### config.mk
export PLATFORM = sky130hd
export DESIGN_NAME = ps2_keyboard_mmio
export DESIGN_NICKNAME = d
export VERILOG_FILES = /design/src/rtl/ps2_defs.sv /design/src/rtl/ps2_rx.sv /design/src/rtl/ps2_keyboard_mmio.sv
export SDC_FILE = /design/constraint.sdc
export NUM_CORES = 1
export LEC_CHECK = 0
export BUFFER_PORTS_ARGS = -buffer_cell sky130_fd_sc_hd__buf_2
export CAP_MARGIN = 5
export CORE_UTILIZATION = 55
export CTS_CLUSTER_SIZE = 12
export DETAILED_ROUTE_END_ITERATION = 16
export GPL_ROUTABILITY_DRIVEN = 0
export PLACE_DENSITY = 0.72
export SYNTH_ARGS = -nofsm -noshare
export SYNTH_HDL_FRONTEND = slang
export SYNTH_HIERARCHICAL = 1
export SYNTH_SLANG_ARGS = --single-unit
### constraint.sdc
create_clock -name clock -period 3.6 [get_ports clock]
set_input_delay 0.72 -clock clock [delete_from_list [all_inputs] [get_ports clock]]
set_output_delay 0.72 -clock clock [all_outputs]
set_load 0.01 [all_outputs]
### src/rtl/ps2_defs.sv
// rtl/ps2_defs.sv - shared register offsets, frame constants and receiver states for the PS/2 keyboard port
package ps2_defs;

  // Register offsets as decoded from rdaddr[3:2]
  localparam logic [1:0] PS2_REG_DATA   = 2'd0;
  localparam logic [1:0] PS2_REG_STATUS = 2'd1;

  // Start + 8 data + parity + stop
  localparam int PS2_FRAME_LEN = 11;

  typedef enum logic [1:0] {
    RX_IDLE  = 2'd0,
    RX_SHIFT = 2'd1,
    RX_CHECK = 2'd2
  } rx_state_t;

  // Frame is stored with the start bit at [0] and the stop bit at [10]
  function automatic logic frame_ok(input logic [10:0] f);
    return (f[0] == 1'b0) && (f[10] == 1'b1) && ((^f[9:1]) == 1'b1);
  endfunction

endpackage

### src/rtl/ps2_rx.sv
// rtl/ps2_rx.sv - PS/2 device-to-host receiver: synchroniser, falling-edge detect, frame FSM, timeout
module ps2_rx
  import ps2_defs::*;
#(
  parameter int SYNC_STAGES = 2,
  parameter int TIMEOUT     = 50000
) (
  input  logic       clock,
  input  logic       reset,
  input  logic       ps2_clk,
  input  logic       ps2_data,
  output logic       rx_valid,
  output logic [7:0] rx_byte
);

  localparam int TW = $clog2(TIMEOUT + 1);

  logic [SYNC_STAGES-1:0] clk_sync;
  logic [SYNC_STAGES-1:0] data_sync;
  logic                   clk_prev;
  logic                   clk_s;
  logic                   data_s;
  logic                   fall;
  logic [TW-1:0]          tcnt;
  logic                   timed_out;
  rx_state_t              state;
  logic [3:0]             bitcnt;
  logic [10:0]            frame;

  assign clk_s     = clk_sync[SYNC_STAGES-1];
  assign data_s    = data_sync[SYNC_STAGES-1];
  assign fall      = clk_prev & ~clk_s;
  assign timed_out = (tcnt == TW'(TIMEOUT));

  // Bring both PS/2 lines into the clock domain; idle level of the bus is 1
  always_ff @(posedge clock or posedge reset) begin
    if (reset) begin
      clk_sync  <= '1;
      data_sync <= '1;
      clk_prev  <= 1'b1;
    end else begin
      clk_sync  <= {clk_sync[SYNC_STAGES-2:0], ps2_clk};
      data_sync <= {data_sync[SYNC_STAGES-2:0], ps2_data};
      clk_prev  <= clk_s;
    end
  end

  // Cycles since the last ps2_clk falling edge, saturating at TIMEOUT
  always_ff @(posedge clock or posedge reset) begin
    if (reset) begin
      tcnt <= '0;
    end else if (fall) begin
      tcnt <= '0;
    end else if (!timed_out) begin
      tcnt <= tcnt + 1'b1;
    end
  end

  // Frame FSM: bits shift in from the top so the start bit lands at frame[0]
  always_ff @(posedge clock or posedge reset) begin
    if (reset) begin
      state    <= RX_IDLE;
      bitcnt   <= 4'd0;
      frame    <= 11'd0;
      rx_valid <= 1'b0;
      rx_byte  <= 8'd0;
    end else begin
      rx_valid <= 1'b0;
      case (state)
        RX_IDLE: begin
          if (fall && !data_s) begin
            frame  <= {data_s, 10'd0};
            bitcnt <= 4'd1;
            state  <= RX_SHIFT;
          end
        end
        RX_SHIFT: begin
          if (fall) begin
            frame  <= {data_s, frame[10:1]};
            bitcnt <= bitcnt + 4'd1;
            if (bitcnt == 4'(PS2_FRAME_LEN - 1)) begin
              state <= RX_CHECK;
            end
          end else if (timed_out) begin
            state <= RX_IDLE;
          end
        end
        RX_CHECK: begin
          if (frame_ok(frame)) begin
            rx_valid <= 1'b1;
            rx_byte  <= frame[8:1];
          end
          state <= RX_IDLE;
        end
        default: state <= RX_IDLE;
      endcase
    end
  end

endmodule

### src/rtl/ps2_keyboard_mmio.sv
// rtl/ps2_keyboard_mmio.sv - PS/2 keyboard scancode FIFO exposed as a CPU read-only register window
module ps2_keyboard_mmio
  import ps2_defs::*;
#(
  parameter int FIFO_AW     = 3,
  parameter int SYNC_STAGES = 2,
  parameter int TIMEOUT     = 50000
) (
  input  logic        clock,
  input  logic        reset,
  input  logic        ps2_clk,
  input  logic        ps2_data,
  input  logic [31:0] rdaddr,
  input  logic        rden,
  output logic [31:0] dataout,
  output logic        overflow
);

  localparam int DEPTH = 2 ** FIFO_AW;

  logic             rx_valid;
  logic [7:0]       rx_byte;
  logic [7:0]       mem [DEPTH];
  logic [FIFO_AW-1:0] wr_ptr;
  logic [FIFO_AW-1:0] rd_ptr;
  logic [FIFO_AW:0]   count;
  logic [1:0]       sel;
  logic             empty;
  logic             full;
  logic             pop;
  logic             push;
  logic             ovf_set;
  logic             ovf_clr;
  logic             unused_addr;

  assign unused_addr = ^{rdaddr[31:4], rdaddr[1:0]};

  ps2_rx #(
    .SYNC_STAGES(SYNC_STAGES),
    .TIMEOUT    (TIMEOUT)
  ) u_rx (
    .clock   (clock),
    .reset   (reset),
    .ps2_clk (ps2_clk),
    .ps2_data(ps2_data),
    .rx_valid(rx_valid),
    .rx_byte (rx_byte)
  );

  assign sel     = rdaddr[3:2];
  assign empty   = (count == '0);
  assign full    = (count == (FIFO_AW+1)'(DEPTH));
  assign pop     = rden && (sel == PS2_REG_DATA) && !empty;
  // A pop in the same cycle frees the slot, so a push into a full FIFO is fine then
  assign push    = rx_valid && (!full || pop);
  assign ovf_set = rx_valid && full && !pop;
  assign ovf_clr = rden && (sel == PS2_REG_STATUS);

  // Scancode storage; contents are only observable through the head pointer when non-empty
  always_ff @(posedge clock) begin
    if (push) begin
      mem[wr_ptr] <= rx_byte;
    end
  end

  // Pointers and occupancy
  always_ff @(posedge clock or posedge reset) begin
    if (reset) begin
      wr_ptr <= '0;
      rd_ptr <= '0;
      count  <= '0;
    end else begin
      if (push) begin
        wr_ptr <= wr_ptr + 1'b1;
      end
      if (pop) begin
        rd_ptr <= rd_ptr + 1'b1;
      end
      if (push && !pop) begin
        count <= count + 1'b1;
      end else if (pop && !push) begin
        count <= count - 1'b1;
      end
    end
  end

  // Sticky overflow; a drop in the same cycle as a STATUS read keeps it set
  always_ff @(posedge clock or posedge reset) begin
    if (reset) begin
      overflow <= 1'b0;
    end else if (ovf_set) begin
      overflow <= 1'b1;
    end else if (ovf_clr) begin
      overflow <= 1'b0;
    end
  end

  // Read mux; held at zero while reset is asserted
  always_comb begin
    dataout = 32'd0;
    if (!reset) begin
      case (sel)
        PS2_REG_DATA:   dataout = {23'd0, ~empty, (empty ? 8'd0 : mem[rd_ptr])};
        PS2_REG_STATUS: dataout = {16'd0, 8'(count), 6'd0, overflow, empty};
        default:        dataout = 32'd0;
      endcase
    end
  end

endmodule

==> out/metrics.cfg, run 1 <==
[synth]
unique_masters_post_synth = 57
yosysWarnings = 6
synth.avg_cell_area_um2 = 14.25
synthesis.instances = 383
netlist.area_leader.share = 0.3522
synth_ff_type = sky130_fd_sc_hd__edfxtp_1
yosys.area.top_type = sky130_fd_sc_hd__edfxtp_1
synth.cell_area_um2 = 5456
seq_area_frac_synth = 0.6194
synth_async_sr_flop_share = 0.4754
top_post_synthesis_cells_by_area = sky130_fd_sc_hd__edfxtp_1, sky130_fd_sc_hd__dfrtp_1, sky130_fd_sc_hd__mux4_2
synth_edf_count = 64
yosys_register_bits = 122

[finish]
n_antenna_cell = 0
final_cell_mix = sky130_fd_sc_hd__edfxtp_1, sky130_fd_sc_hd__dfrtp_1, sky130_fd_sc_hd__nor2_1
finish.net_count = 467
syn2layout_area_growth_pct = 14.38
stdcell_count = 562
share_of_post_route_cells_with_drive_strength_above_1 = 0.2333
mostFrequentLayoutCell = sky130_fd_sc_hd__edfxtp_1

[drt]
drt_pre_antenna_iters = 4
dr_total_vias = 3123
drt_drc_violations_left = 0
dr.first_iter.drc_count = 117
routed_wirelength_mm = 9.654
detail_route.wl_per_cell_um = 17.18
post_drt_antenna_nets = 0
detail_route.vias_per_cell = 5.557

[clock_network]
tritoncts_num_sinks = 122
number_of_clock_buffers_inserted_by_tritoncts = 17
tritoncts_clock_tree = done
cts-hold-fix-buffers = 0
ctsResizeCount = 0
post_cts.repair.setup_buffers = 0
ctsRootBufferMaster = sky130_fd_sc_hd__clkbuf_8
clk_pin_slew_worst_paths_ps = 60
h-tree-depth = 4
ctsLongestPathBuffers = 2
clock_latency_ps = 510

[floorplan]
die_area_um2 = 10320
effective_utilization_at_floorplan = 0.5795
core_area_um2 = 9415
floorplan.die.width_um = 101.6
placementRows = 35
chipHeight_um = 101.6
floorplan.io_pins = 70

[sta]
max-slew-margin-rel = 0.3654
finalClockSkew_ps = 8.417
fmax_ghz = 0.3363
setup_violations = 0
worstMarginPinSlew_ps = 950.4
fin_crit_sh = 0.8259
setup_repair_after_global_routing_missed_its_margin = false
final.hold.worst_slack_ps = 238.5
final_max_slew_viol_count = 0
final_period_minus_worst_setup_slack_ps = 2973
setup_tns_ps = 0
finalHoldViolCount = 0

[critical_path]
worst_path_dominant_cell_family = compound AO/OA/AOI/OAI gates
path_cells = nor3_1 > nand3_2 > nand2_2 > inv_1 > ha_1 > inv_1 > ha_1 > a21o_1 > a2111oi_2 > a31oi_1 > a221o_1
worst-path-buf-inv = 2
r2r-end = count[3]
critical_path_arrival_ps = 3360
critical_path_data_required_time_ps = 3990
crit_slowest_cell = sky130_fd_sc_hd__dfrtp_1
worst-r2r-setup-slack_ps = 630
cp_max_fo = 6
endpoint = count[3]
cp_slowest_stage_delay_ps = 460
rr_startpoint = count[0]
setup.worst_path.start = count[0]
criticalPathCategory = flip-flop to flip-flop
r2r_cells = 11
worstSetupEndpointType = flip-flop
worst_setup_path_start_kind = flip-flop
number_of_gates_on_the_worst_path_with_buffers_counted = 11

[placed_design]
port_buffers = 19
detailed_placement_wirelength_estimate_mm = 5.998
dp.cells = 530

[grt]
via_count_of_the_first_global_routing_pass = 3067
largest_net_degree_at_the_start_of_global_routing = 48
globalRouteOverflowTotal = 0
grt_use_total = 0.2111
antenna_found_initial = 0
first_pass_grt_wire_length_mm = 15.74

[power]
design_power_total_w = 0.004155
vdd_ir_drop_max_v = 0.0003411
total_leakage_power_nw = 2.561
powerDensity_nw_per_um2 = 665.7

[status]
run_status = finished, final reports clean

[job]
max_cap_violations = 0

[hold_path]
min-delay-path-class = input pin to asynchronous set/reset pin

cells in the mapped netlist, types with 5 or more instances:
cell                        n
sky130_fd_sc_hd__edfxtp_1  64
sky130_fd_sc_hd__dfrtp_1   53
sky130_fd_sc_hd__nor2_1    27
sky130_fd_sc_hd__buf_4     20
sky130_fd_sc_hd__nand2_1   17
sky130_fd_sc_hd__mux4_2    15
sky130_fd_sc_hd__nand3_1   13
sky130_fd_sc_hd__inv_1     12
sky130_fd_sc_hd__xnor2_1   12
sky130_fd_sc_hd__a22o_1    11
sky130_fd_sc_hd__mux2i_1   10
sky130_fd_sc_hd__o21ai_0   10
sky130_fd_sc_hd__ha_1       9
sky130_fd_sc_hd__mux2_2     9
sky130_fd_sc_hd__a21oi_1    8
sky130_fd_sc_hd__nor3_1     7
sky130_fd_sc_hd__or3_1      6
sky130_fd_sc_hd__xor2_1     6
sky130_fd_sc_hd__clkbuf_1   5
sky130_fd_sc_hd__dfstp_2    5
worst min path at each step:
stage,from,end,slack (ps),cells past startpoint
floorplan,u_rx/clk_sync[0],u_rx/clk_sync[1],350,0
global placement,u_rx/data_sync[0],u_rx/data_sync[1],350,0
detailed placement,u_rx/data_sync[0],u_rx/data_sync[1],350,0
CTS,reset,rd_ptr[0],220,2
global route,reset,rd_ptr[2],270,2
finish,reset,rd_ptr[0],240,2
power breakdown:
| part | leakage [nW] | internal, W | switching (W) | total, W |
|---|---|---|---|---|
| Sequential | 1.37 | 0.00156 | 0.000199 | 0.00176 |
| Combinational | 0.908 | 0.000417 | 0.000316 | 0.000734 |
| Clock | 0.282 | 0.00105 | 0.000606 | 0.00166 |
flip-flops by register name, indices dropped and copies added (netlist names):
name / flops
mem: 64
u_rx/tcnt: 16
u_rx/frame: 11
u_rx/rx_byte: 8
count: 4
u_rx/bitcnt: 4
rd_ptr: 3
wr_ptr: 3
u_rx/clk_sync: 2
u_rx/data_sync: 2
u_rx/state: 2
overflow: 1
u_rx/clk_prev: 1
u_rx/rx_valid: 1
per-layer routing:
| metal | vias to the layer above | wire, µm | track usage |
|---|---|---|---|
| li1 | 1460 | - | - |
| met1 | 1595 | 4296 | 0.2700 |
| met2 | 58 | 4983 | 0.3477 |
| met3 | 10 | 281 | 0.05107 |
| met4 | 0 | 92 | 0.08696 |
| met5 | - | 0 | 0 |
worst register-to-register path: stages, from the launching register on:
cell	delay, ps
sky130_fd_sc_hd__dfrtp_1	460
sky130_fd_sc_hd__nor3_1	380
sky130_fd_sc_hd__nand3_2	170
sky130_fd_sc_hd__nand2_2	140
sky130_fd_sc_hd__inv_1	50
sky130_fd_sc_hd__ha_1	240
sky130_fd_sc_hd__inv_1	160
sky130_fd_sc_hd__ha_1	260
sky130_fd_sc_hd__a21o_1	220
sky130_fd_sc_hd__a2111oi_2	370
sky130_fd_sc_hd__a31oi_1	90
sky130_fd_sc_hd__a221o_1	320
final cells by class:
| class | count | area [µm²] |
|---|---|---|
| Sequential cell | 122 | 3379 |
| Clock buffer | 17 | 414.1 |
| Tap cell | 129 | 161.4 |
| Clock inverter | 15 | 175.2 |
| Multi-Input combinational cell | 236 | 1881 |
| Inverter | 12 | 45.04 |
| Fill cell | 689 | 3174 |
| Timing Repair Buffer | 31 | 185.2 |
per-stage QoR:
step | cell area, µm² | setup WS, ps | utilization
6_report | 6241 | 626.8 | 0.6629
5_1_grt | 6241 | 467.3 | 0.6629
4_1_cts | 6241 | 649.6 | 0.6629
3_5_place_dp | 5652 | 327.9 | 0.6003
3_3_place_gp | 5652 | 393.1 | 0.6003
2_1_floorplan | 5528 | 563.9 | -
cells by family after synthesis:
logic type	after synthesis	share of synthesized area
AND/OR/NAND/NOR	108	0.1091
buffers and inverters	44	0.04907
multiplexers	37	0.1078
adder cells (fa/ha/maj)	10	0.02431
flip-flops	122	0.6194
AO/OA/AOI/OAI	41	0.05251
other	1	0.0006873
XOR/XNOR	20	0.03715
(Power assumes the default switching activity.)
==> inputs of run 2 (changes only) <==
==> constraint.sdc (replaced) <==
create_clock -name clock -period 3 [get_ports clock]
set_input_delay 0.6 -clock clock [delete_from_list [all_inputs] [get_ports clock]]
set_output_delay 0.6 -clock clock [all_outputs]
set_load 0.01 [all_outputs]
==> run 2 against run 1 <==
Register-to-register slack worse by 360 ps. Hold slack worse by 110 ps. Global-route usage shrank 0.38 points. First-iteration DRC count is 58% higher. Critical endpoint is now dataout[3].
==> out/metrics.cfg, run 2 (synthesis results as in run 1) <==
[floorplan]
effective_utilization_at_floorplan = 0.5795
floorplan.die.width_um = 101.6
die_area_um2 = 10320
chipHeight_um = 101.6
core_area_um2 = 9415
floorplan.io_pins = 70
placementRows = 35

[critical_path]
r2r-end = count[3]
path_cells = mux4_2 > mux2i_1 > nor2_1 > buf_2
worstSetupEndpointType = output pin
crit_slowest_cell = sky130_fd_sc_hd__dfrtp_1
rr_startpoint = count[0]
worst_setup_path_start_kind = flip-flop
worst_path_dominant_cell_family = flip-flops
criticalPathCategory = flip-flop to output pin
critical_path_arrival_ps = 2150
worst-r2r-setup-slack_ps = 270
cp_slowest_stage_delay_ps = 820
critical_path_data_required_time_ps = 2400
cp_max_fo = 18
r2r_cells = 11
worst-path-buf-inv = 1

[sta]
worstMarginPinSlew_ps = 960.2
finalHoldViolCount = 0
final_max_slew_viol_count = 0
final_period_minus_worst_setup_slack_ps = 2751
fmax_ghz = 0.3635
finalClockSkew_ps = 7.838
final.hold.worst_slack_ps = 130.3
max-slew-margin-rel = 0.3589
fin_crit_sh = 0.9171
setup_slack_ps = 248.6
setup_tns_ps = 0
setup_violations = 0
setup_repair_after_global_routing_missed_its_margin = false

[drt]
detail_route.wl_per_cell_um = 16.75
drt_drc_violations_left = 0
dr_total_vias = 3101
post_drt_antenna_nets = 0
dr.first_iter.drc_count = 185
detail_route.vias_per_cell = 5.460
drt_pre_antenna_iters = 4
routed_wirelength_mm = 9.514

[power]
vdd_ir_drop_max_v = 0.0005472
total_leakage_power_nw = 2.573
powerDensity_nw_per_um2 = 780.4

[finish]
finish.net_count = 473
mostFrequentLayoutCell = sky130_fd_sc_hd__edfxtp_1
share_of_post_route_cells_with_drive_strength_above_1 = 0.2392
number_of_flip_flops_in_the_largest_register = 64
register_area_um2 = 3379
design_area_um2 = 6247
layout_top_registers = mem: 64 flops, u_rx/tcnt: 16 flops, u_rx/frame: 11 flops
num-fill-cells = 700
n_antenna_cell = 0
final_cell_mix = sky130_fd_sc_hd__edfxtp_1, sky130_fd_sc_hd__dfrtp_1, sky130_fd_sc_hd__nor2_1
syn2layout_area_growth_pct = 14.49
largest-register = mem
layout.core_utilization = 0.6635
area_of_the_multi_input_gates_um2 = 1881

[grt]
largest_net_degree_at_the_start_of_global_routing = 48
via_count_of_the_first_global_routing_pass = 3042
grt_use_total = 0.2073
first_pass_grt_wire_length_mm = 15.41
globalRouteOverflowTotal = 0
antenna_found_initial = 0

[clock_network]
post_cts.repair.setup_buffers = 0
h-tree-depth = 4
ctsLongestPathBuffers = 2
number_of_clock_buffers_inserted_by_tritoncts = 17
clock_latency_ps = 500
tritoncts_num_sinks = 122
ctsResizeCount = 0
cts-hold-fix-buffers = 0
ctsRootBufferMaster = sky130_fd_sc_hd__clkbuf_8
clk_pin_slew_worst_paths_ps = 60
tritoncts_clock_tree = done

[job]
max_cap_violations = 0

[placed_design]
port_buffers = 19
detailedPlace.worstSlack_ps = 71.31
placed_area_um2 = 5697
detailed_placement_wirelength_estimate_mm = 5.882

[status]
run_status = finished, final reports clean

[hold_path]
min-delay-path-class = input pin to asynchronous set/reset pin

run 2: cell types whose count changed in the layout (fill, tap and decap cells not counted), sizes merged:
cell,delta
clkbuf,+2
inv,-2
bufinv,-1
buf,+6
clkinv,+1
run 2: report_power, final:
group          leakage (nW)  internal (W)  total (W)  switching (W)
logic                 0.937      0.000508   0.000919       0.000412
registers              1.37       0.00188    0.00208       0.000207
clock network         0.265       0.00117    0.00187       0.000702
run 2: layout make-up:
type / count / share of cell area
Sequential cell: 122 / 0.5410
Multi-Input combinational cell: 236 / 0.3010
Clock buffer: 19 / 0.06749
Timing Repair Buffer: 37 / 0.03685
Tap cell: 129 / 0.02584
Clock inverter: 13 / 0.02063
Inverter: 12 / 0.007210
run 2: per-stage QoR:
step           power, W  cells
2_1_floorplan  0.002877    402
6_report       0.004875    568
4_1_cts        0.004931    568
3_3_place_gp   0.003001    536
5_1_grt        0.005121    568
3_5_place_dp   0.003041    536
run 2: how the worst max path moves through the flow:
stage,from,end,slack [ps],cells past startpoint
3_3_place_gp,rdaddr[3],count[3],100,12
6_report,rd_ptr[1],dataout[3],250,4
4_1_cts,rd_ptr[1],dataout[3],210,4
2_1_floorplan,rdaddr[2],count[3],80,12
5_1_grt,count[0],count[3],60,11
3_5_place_dp,rdaddr[3],count[3],70,12
run 2: per-layer routing:
layer  vias up  global-route usage  wire length (µm)
met2        68              0.3420              4752
met1      1559              0.2699              4348
met3         4             0.05797               368
met4         0             0.06020                43
li1       1470                   -                 -
met5         -                   0                 0
